## src/rtl/alu_result_stage.sv

```systemverilog
// Result stage behind the ALU: two-entry skid buffer that captures each result
// with its N/Z/V/C flags and updates the architectural flag register on consume.
module alu_result_stage #(
    parameter int WIDTH = 64
) (
    input  logic             clk,
    input  logic             reset,
    input  logic             in_valid,
    output logic             in_ready,
    input  logic [WIDTH-1:0] in_result,
    input  logic             in_carry,
    input  logic             in_overflow,
    input  logic             in_set_flags,
    output logic             out_valid,
    input  logic             out_ready,
    output logic [WIDTH-1:0] out_result,
    output logic [3:0]       out_flags,
    output logic [3:0]       arch_flags,
    output logic [15:0]      pop_count
);

    typedef enum logic [1:0] {
        EMPTY = 2'd0,
        ONE   = 2'd1,
        TWO   = 2'd2
    } state_t;

    state_t           state_reg;
    state_t           state_next;

    logic [WIDTH-1:0] main_result_reg;
    logic [3:0]       main_flags_reg;
    logic             main_set_reg;
    logic [WIDTH-1:0] skid_result_reg;
    logic [3:0]       skid_flags_reg;
    logic             skid_set_reg;
    logic [3:0]       arch_flags_reg;
    logic [15:0]      pop_count_reg;

    logic             accept;
    logic             pop;
    logic             load_main;
    logic             load_skid;
    logic             shift_skid;
    logic [3:0]       in_flags;

    // Handshake outputs come from registered state only, so no combinational
    // path runs from in_valid/out_ready through this stage.
    assign in_ready  = (state_reg != TWO);
    assign out_valid = (state_reg != EMPTY);
    assign accept    = in_valid & in_ready;
    assign pop       = out_valid & out_ready;

    // {N, Z, V, C} derived at capture time
    assign in_flags = {in_result[WIDTH-1], (in_result == '0), in_overflow, in_carry};

    always_comb begin
        state_next = state_reg;
        load_main  = 1'b0;
        load_skid  = 1'b0;
        shift_skid = 1'b0;
        unique case (state_reg)
            EMPTY: begin
                if (accept) begin
                    load_main  = 1'b1;
                    state_next = ONE;
                end
            end
            ONE: begin
                if (accept && pop) begin
                    load_main = 1'b1;
                end else if (accept) begin
                    load_skid  = 1'b1;
                    state_next = TWO;
                end else if (pop) begin
                    state_next = EMPTY;
                end
            end
            TWO: begin
                if (pop) begin
                    shift_skid = 1'b1;
                    state_next = ONE;
                end
            end
            default: state_next = EMPTY;
        endcase
    end

    always_ff @(posedge clk) begin
        if (reset) begin
            state_reg       <= EMPTY;
            main_result_reg <= '0;
            main_flags_reg  <= '0;
            main_set_reg    <= 1'b0;
            skid_result_reg <= '0;
            skid_flags_reg  <= '0;
            skid_set_reg    <= 1'b0;
            arch_flags_reg  <= '0;
            pop_count_reg   <= '0;
        end else begin
            state_reg <= state_next;
            if (load_main) begin
                main_result_reg <= in_result;
                main_flags_reg  <= in_flags;
                main_set_reg    <= in_set_flags;
            end else if (shift_skid) begin
                main_result_reg <= skid_result_reg;
                main_flags_reg  <= skid_flags_reg;
                main_set_reg    <= skid_set_reg;
            end
            if (load_skid) begin
                skid_result_reg <= in_result;
                skid_flags_reg  <= in_flags;
                skid_set_reg    <= in_set_flags;
            end
            // The head entry is always main, so the popped entry's flags live there.
            if (pop) begin
                pop_count_reg <= pop_count_reg + 16'd1;
                if (main_set_reg) begin
                    arch_flags_reg <= main_flags_reg;
                end
            end
        end
    end

    assign out_result = main_result_reg;
    assign out_flags  = main_flags_reg;
    assign arch_flags = arch_flags_reg;
    assign pop_count  = pop_count_reg;

endmodule

```

## config.mk

```make
export PLATFORM = sky130hd
export DESIGN_NAME = alu_result_stage
export DESIGN_NICKNAME = d
export VERILOG_FILES = /design/src/rtl/alu_result_stage.sv
export SDC_FILE = /design/constraint.sdc
export NUM_CORES = 1
export LEC_CHECK = 0
export CAP_MARGIN = 20
export CORE_MARGIN = 3
export CORE_UTILIZATION = 40
export DETAILED_ROUTE_END_ITERATION = 8
export GPL_TIMING_DRIVEN = 0
export HOLD_SLACK_MARGIN = 0.05
export PLACE_DENSITY_LB_ADDON = 0.05
export RECOVER_POWER = 50
export SYNTH_ARGS = -nofsm -noshare
export SYNTH_HDL_FRONTEND = slang
export SYNTH_SLANG_ARGS = --single-unit
export TNS_END_PERCENT = 100
```

## constraint.sdc

```tcl
create_clock -name clk -period 2.31 [get_ports clk]
set_input_delay 0.462 -clock clk [delete_from_list [all_inputs] [get_ports clk]]
set_output_delay 0.462 -clock clk [all_outputs]
set_load 0.02 [all_outputs]
```

# After elaboration in Yosys (flattened, before gate mapping)
# Cells that the tools add are included.
totals:
  regBits: 160
  input_bits: 71
  out_inout_bits: 90
op_classes:
  n_addsub: 1
  n_eq_ne: 7
  muxes: 19
  bitwise: 2
  n_reduce_logical: 7
ops:
  columns: ["operator", "count"]
  rows:
  - ["2-to-1 mux 64 bit", 2]
  - ["logical NOT 64 bit", 1]
  - ["adder 16 x 1 -> 16 bit (second input constant)", 1]
  - ["2-to-1 mux 2 bit", 5]
  - ["2-to-1 mux 1 bit", 8]
  - ["2-to-1 mux 4 bit", 2]
  - ["!= test 2 bit (second input constant)", 4]
  - ["one-hot mux 2 bit (3 select lines)", 1]
  - ["AND reduction 4 bit", 1]
  - ["nonzero test 2 bit", 2]
  - ["!= test 3 bit (second input constant)", 1]
  - ["AND 1 bit", 2]
  - ["equality test 2 x 1 -> 1 bit (second input constant)", 1]
  - ["equality test 2 bit (second input constant)", 1]
  - ["logical NOT 2 bit", 1]
  - ["one-hot mux 1 bit (2 select lines)", 1]
  - ["AND reduction 2 bit", 1]
  - ["logical AND 1 bit", 1]

# Logic depth before layout (Yosys ltp)
# Gate-level depths: netlist of the first run.
logic_depth:
  depth_word: 6
  depth_mapped: 8

# Worst setup path after synthesis of the first run
# No wires, ideal clock.
synth_timing:
  path_type: "input to register"
  startpoint: "in out_ready"
  endpoint: "reg pop_count_reg[15], in the netlist pop_count[15]"
  setup_ns: 0.121
  t_arrival_ns: 1.640
  slack_ns: 0.549
  stages: 6
  path_buffers: 2
  path_cell_list: "clkbuf_2 > o211ai_2 > or2_1 > clkbuf_1 > nor4_1 > mux2_2"
synth_via:
  elab_chain_len: 1
synth_rtl:
  columns: ["item", "line", "source"]
  rows:
  - ["from (decl)", "15", "input logic out_ready,"]
  - ["AND 1 bit", "52", "assign pop = out_valid & out_ready;"]
  - ["to (signal assigned)", "118", "pop_count_reg <= pop_count_reg + 16'd1;"]
  - ["to (decl)", "38", "logic [15:0] pop_count_reg;"]
# Every way passes these cells.
# A chain may end at the register's enable or synchronous reset.

# Worst setup path in the final report of the first run
layout_timing:
  startpoint: "in in_result[20]"
  endpoint: "reg main_flags_reg[2], in the netlist out_flags[2]"
layout_via:
  elab_chain_len: 2
layout_rtl:
  columns: ["item", "line", "source"]
  rows:
  - ["from (decl)", "10", "input logic [WIDTH-1:0] in_result,"]
  - ["logical NOT 64 bit", "55", "assign in_flags = {in_result[WIDTH-1], (in_result == '0), in_overflow, in_carry};"]
  - ["2-to-1 mux 4 bit", "102", "if (load_main) begin"]
  - ["to (signal assigned)", "104", "main_flags_reg <= in_flags;"]
  - ["to (signal assigned)", "108", "main_flags_reg <= skid_flags_reg;"]
  - ["to (decl)", "32", "logic [3:0] main_flags_reg;"]
# Every way passes these cells.

==> results of run 1 <==
-- layout by cell type, fill, tap and decap left out, types with 5 or more instances in the layout --
master / n
dfxtp_1: 158
nand2_1: 146
clkdlybuf4s50_1: 87
nor2_1: 81
a21oi_1: 76
dlygate4sd3_1: 71
mux2i_1: 69
a211oi_1: 68
clkbuf_1: 35
buf_2: 19
nor4_1: 18
clkbuf_16: 17
buf_4: 8
nand3_1: 8
xnor2_1: 7
clkinv_2: 7
nand4_1: 5
nor3_1: 5
-- worst max-delay path, stage by stage --
cell and delay, ps:
clkdlybuf4s50_1 500, nor4_1 600, nand4_1 230, or4_1 470, o31ai_1 250
-- through the flow --
stage	instances	util, %
3_5_place_dp	1111	53.6
2_1_floorplan	742	-
5_1_grt	1141	57.1
3_3_place_gp	1111	53.6
4_1_cts	1141	57.2
6_report	1141	57.1
-- final timing paths --
| check | cells past startpoint | slack, ps | from | end |
|---|---|---|---|---|
| setup reg to reg | 7 | 330 | state_reg[0] | out_result[44] |
| hold / removal | 2 | 330 | out_ready | state_reg[1] |
| hold reg to reg | 2 | 460 | skid_flags_reg[1] | skid_flags_reg[1] |
| setup / recovery | 5 | 130 | in_result[20] | out_flags[2] |
-- report_power, final --
group	switching (mW)	total [mW]	leakage, nW	internal (mW)
logic	0.516	0.919	2.10	0.403
clock network	1.06	2.65	0.276	1.59
registers	0.0809	2.95	1.29	2.87
total	1.65	6.51	3.66	4.86
-- cell type report --
class / instances / share of cell area [%]
inverter: 4 / 0.170
timing repair buffer: 158 / 17.9
sequential: 158 / 35.8
tap: 211 / 2.99
clock inverter: 9 / 1.08
buffer: 62 / 3.28
clock buffer: 21 / 5.09
multi-input combinational: 518 / 33.7
-- per-layer routing --
metal,track usage [%],wire (um),vias to the layer above
li1,-,-,2941
met5,0,0,-
met2,33.9,8740,204
met3,5.21,1060,30
met1,29.9,9210,2867
met4,7.45,384,0
-- logic make-up (layout without fill, tap and decap cells) --
| family | after synthesis | in the layout | share of synthesized area [%] |
|---|---|---|---|
| AO/OA/AOI/OAI | 154 | 154 | 15.0 |
| XOR/XNOR | 10 | 10 | 1.36 |
| adder cells (fa/ha/maj) | 1 | 1 | 0.194 |
| buffers and inverters | 66 | 254 | 4.78 |
| flip-flops | 158 | 158 | 49.0 |
| multiplexers | 71 | 71 | 11.0 |
| AND/OR/NAND/NOR | 282 | 282 | 18.7 |
==> impl_metrics.ini, run 1 <==
[run]
drv_cap = 0

[synthesis]
synth.most_common_cell = dfxtp_1
synth_top_flop_cell = dfxtp_1
synth_edf_count = 0
synthesis.instances = 742
synthTopCellsByArea = dfxtp_1 49%, mux2i_1 11%, nand2_1 8.5%
yosys_warnings = 0
syn_area_um2 = 6460
synth_top_area_share_pct = 49.0
ys_seq_elements = 158
ys_types = 35
synth_async_sr_flop_share_pct = 0
syn_area_per_cell_um2 = 8.70
yosysSeqAreaShare_pct = 49.0
synth_area_leader_cell = dfxtp_1
synth_commonest_cells = 158 x dfxtp_1, 146 x nand2_1, 81 x nor2_1
synth_nets = 814

[cells_and_area]
final_net_count = 991
layout-drive-gt1-share_pct = 6.67
diodes = 0
fin_area_um2 = 8840
regArea_um2 = 3160
multi_input_area_um2 = 2980
fill_cells = 1370
syn2layout_area_growth_pct = 36.9

[sta]
skew_ps = 8.27
holdWs_ps = 332
setup_violations = 0
finalCritPeriodShare_pct = 94.4
setup_tns_ps = 0
rsz0062_at_grt = false
finalWorstSetupSlack_ps = 130
tightest_slew_ps = 706
max_slew_margin_pct = 52.9
hold_viol = 0
fmax_ghz = 0.459
post-route-min-period_ps = 2180
slew_viol_final = 0

[critical_path]
worstSetupEndpointType = flop
worstPathArrival_ps = 2510
cp.required_ps = 2640
start_kind = input pin
crit_type = input pin to flop
path_max_fanout = 3

[global_route]
grt_overflow = 0
grt_max_degree = 17
antenna_found_initial = 0
grt_pass1_wl_um = 31000
grtUsageTotal_pct = 21.9
grt_pass1_vias = 5918

[route]
routed_wl_um = 19400
drc = 0
wl_per_cell_um = 17.0
ant_nets = 0
vias = 6042
vias_per_cell = 5.30
firstDrtPassIters = 5
dr.first_iter.drc_count = 333

[place]
placed_area_um2 = 8300
hpwl_um = 13900
portBuffers = 158
post-place-ws_ps = -318
gp_congestion = 0.804

[clock_tree]
cts_resized = 0
cts_tree = yes
cts_buffers = 17
cts_sinks = 158
hold_buffers = 0
post_cts_buffers = 0
root_buffer = clkbuf_16
htree_levels = 4
cts_buffer_depth = 2
clock_latency_ps = 420
clk_pin_slew_ps = 60

[floorplanning]
die_y_um = 133
die_area_um2 = 17700
rows = 45
core-area_um2 = 15500
num_io_pins = 161
die_x_um = 133
start_util_pct = 41.7

[power]
power_mw = 6.51
p_leak_nw = 3.66
power_density_nw_per_um2 = 737
ir_drop_mv = 0.496

[worst_hold_path]
hold_class = input pin to flop

[run_status]
status = complete, no violations
Note: power is estimated with default switching activity, not from simulation.
==> run 2: changes to the inputs <==
Settings changed: CTS_CLUSTER_SIZE set to 8, PLACE_DENSITY set to 0.75, PLACE_DENSITY_LB_ADDON 0.05 to not set.
==> impl_metrics.ini, run 2 (synthesis results as in run 1) <==
[sta]
hold_viol = 0
skew_ps = 8.80
tightest_slew_ps = 667
finalWorstSetupSlack_ps = 80.4
finalCritPeriodShare_pct = 96.5
holdWs_ps = 329
slew_viol_final = 0
rsz0062_at_grt = false
max_slew_margin_pct = 55.5
fmax_ghz = 0.449
setup_tns_ps = 0
post-route-min-period_ps = 2230
setup_violations = 0

[critical_path]
start_kind = input pin
crit_type = input pin to flop
worstSetupEndpointType = flop
path_max_fanout = 3
worstPathArrival_ps = 2560
cp.required_ps = 2640

[route]
routed_wl_um = 18900
drc = 0
firstDrtPassIters = 6
dr.first_iter.drc_count = 306
vias = 5959
ant_nets = 0
vias_per_cell = 5.22
wl_per_cell_um = 16.5

[floorplanning]
rows = 45
num_io_pins = 161
core-area_um2 = 15500
die_y_um = 133
die_area_um2 = 17700
start_util_pct = 41.7
die_x_um = 133

[clock_tree]
cts_buffer_depth = 2
post_cts_buffers = 0
clock_latency_ps = 430
clk_pin_slew_ps = 60
cts_buffers = 17
root_buffer = clkbuf_16
hold_buffers = 0
cts_sinks = 158
cts_resized = 0
cts_tree = yes
htree_levels = 4

[power]
power_mw = 6.58
p_leak_nw = 3.67
ir_drop_mv = 0.508
power_density_nw_per_um2 = 743

[global_route]
grt_max_degree = 17
grtUsageTotal_pct = 21.2
grt_pass1_wl_um = 30000
grt_overflow = 0
grt_pass1_vias = 5667
antenna_found_initial = 0

[cells_and_area]
layout-drive-gt1-share_pct = 6.56
final_net_count = 991
instances_no_fill = 1141
layout.cells.most_common = dfxtp_1
syn2layout_area_growth_pct = 37.2
final_util_pct = 57.2
diodes = 0
layout_common_cells = 158 x dfxtp_1, 146 x nand2_1, 83 x clkdlybuf4s50_1, 81 x nor2_1, 76 x a21oi_1
fin_area_um2 = 8860

[place]
placed_area_um2 = 8300
hpwl_um = 13500
dp.cells = 1111
portBuffers = 158
post-place-ws_ps = -422
gp_congestion = 0.873

[run]
drv_cap = 0

[run_status]
status = complete, no violations

[worst_hold_path]
hold_class = input pin to flop
run 2: cell types whose count changed in the layout (fill, tap and decap cells not counted), sizes merged:
cell           change
clkdlybuf4s50      -4
dlygate4sd3        +4
buf                -1
clkinv             -3
clkbuf             +3
clkinvlp           +1
run 2: layout make-up:
type,count,area [um^2]
multi-input combinational,518,2980
buffer,62,289
tap,211,264
inverter,4,15.0
clock buffer,23,478
sequential,158,3160
timing repair buffer,158,1580
fill,1416,6620
clock inverter,7,87.6
run 2: path summary, 6_finish.rpt:
check                       from             endpoint  slack (ps)  cells after the start
max                 in_result[2]         out_flags[2]          80                      5
min                    out_ready         state_reg[1]         330                      2
max reg2reg         state_reg[0]  skid_result_reg[47]         360                      7
min reg2reg  skid_result_reg[32]  skid_result_reg[32]         450                      2
run 2: critical path, stage by stage:
cell and delay, ps:
clkdlybuf4s50_1 480, nor4_1 590, nand4_1 200, or4_1 580, o31ai_1 250
run 2: layer usage:
metal / share of wire, % / up-vias / routed length, um / track usage [%]
li1: - / 2932 / - / -
met1: 45 / 2795 / 8510 / 29.3
met2: 46 / 208 / 8740 / 32.8
met3: 6.9 / 24 / 1290 / 5.02
met4: 1.6 / 0 / 309 / 6.99
met5: 0 / - / 0 / 0
run 2: power by group:
group	internal [mW]	total [mW]	switching, mW
registers	2.87	2.95	0.0839
clock network	1.66	2.72	1.06
logic	0.402	0.911	0.509
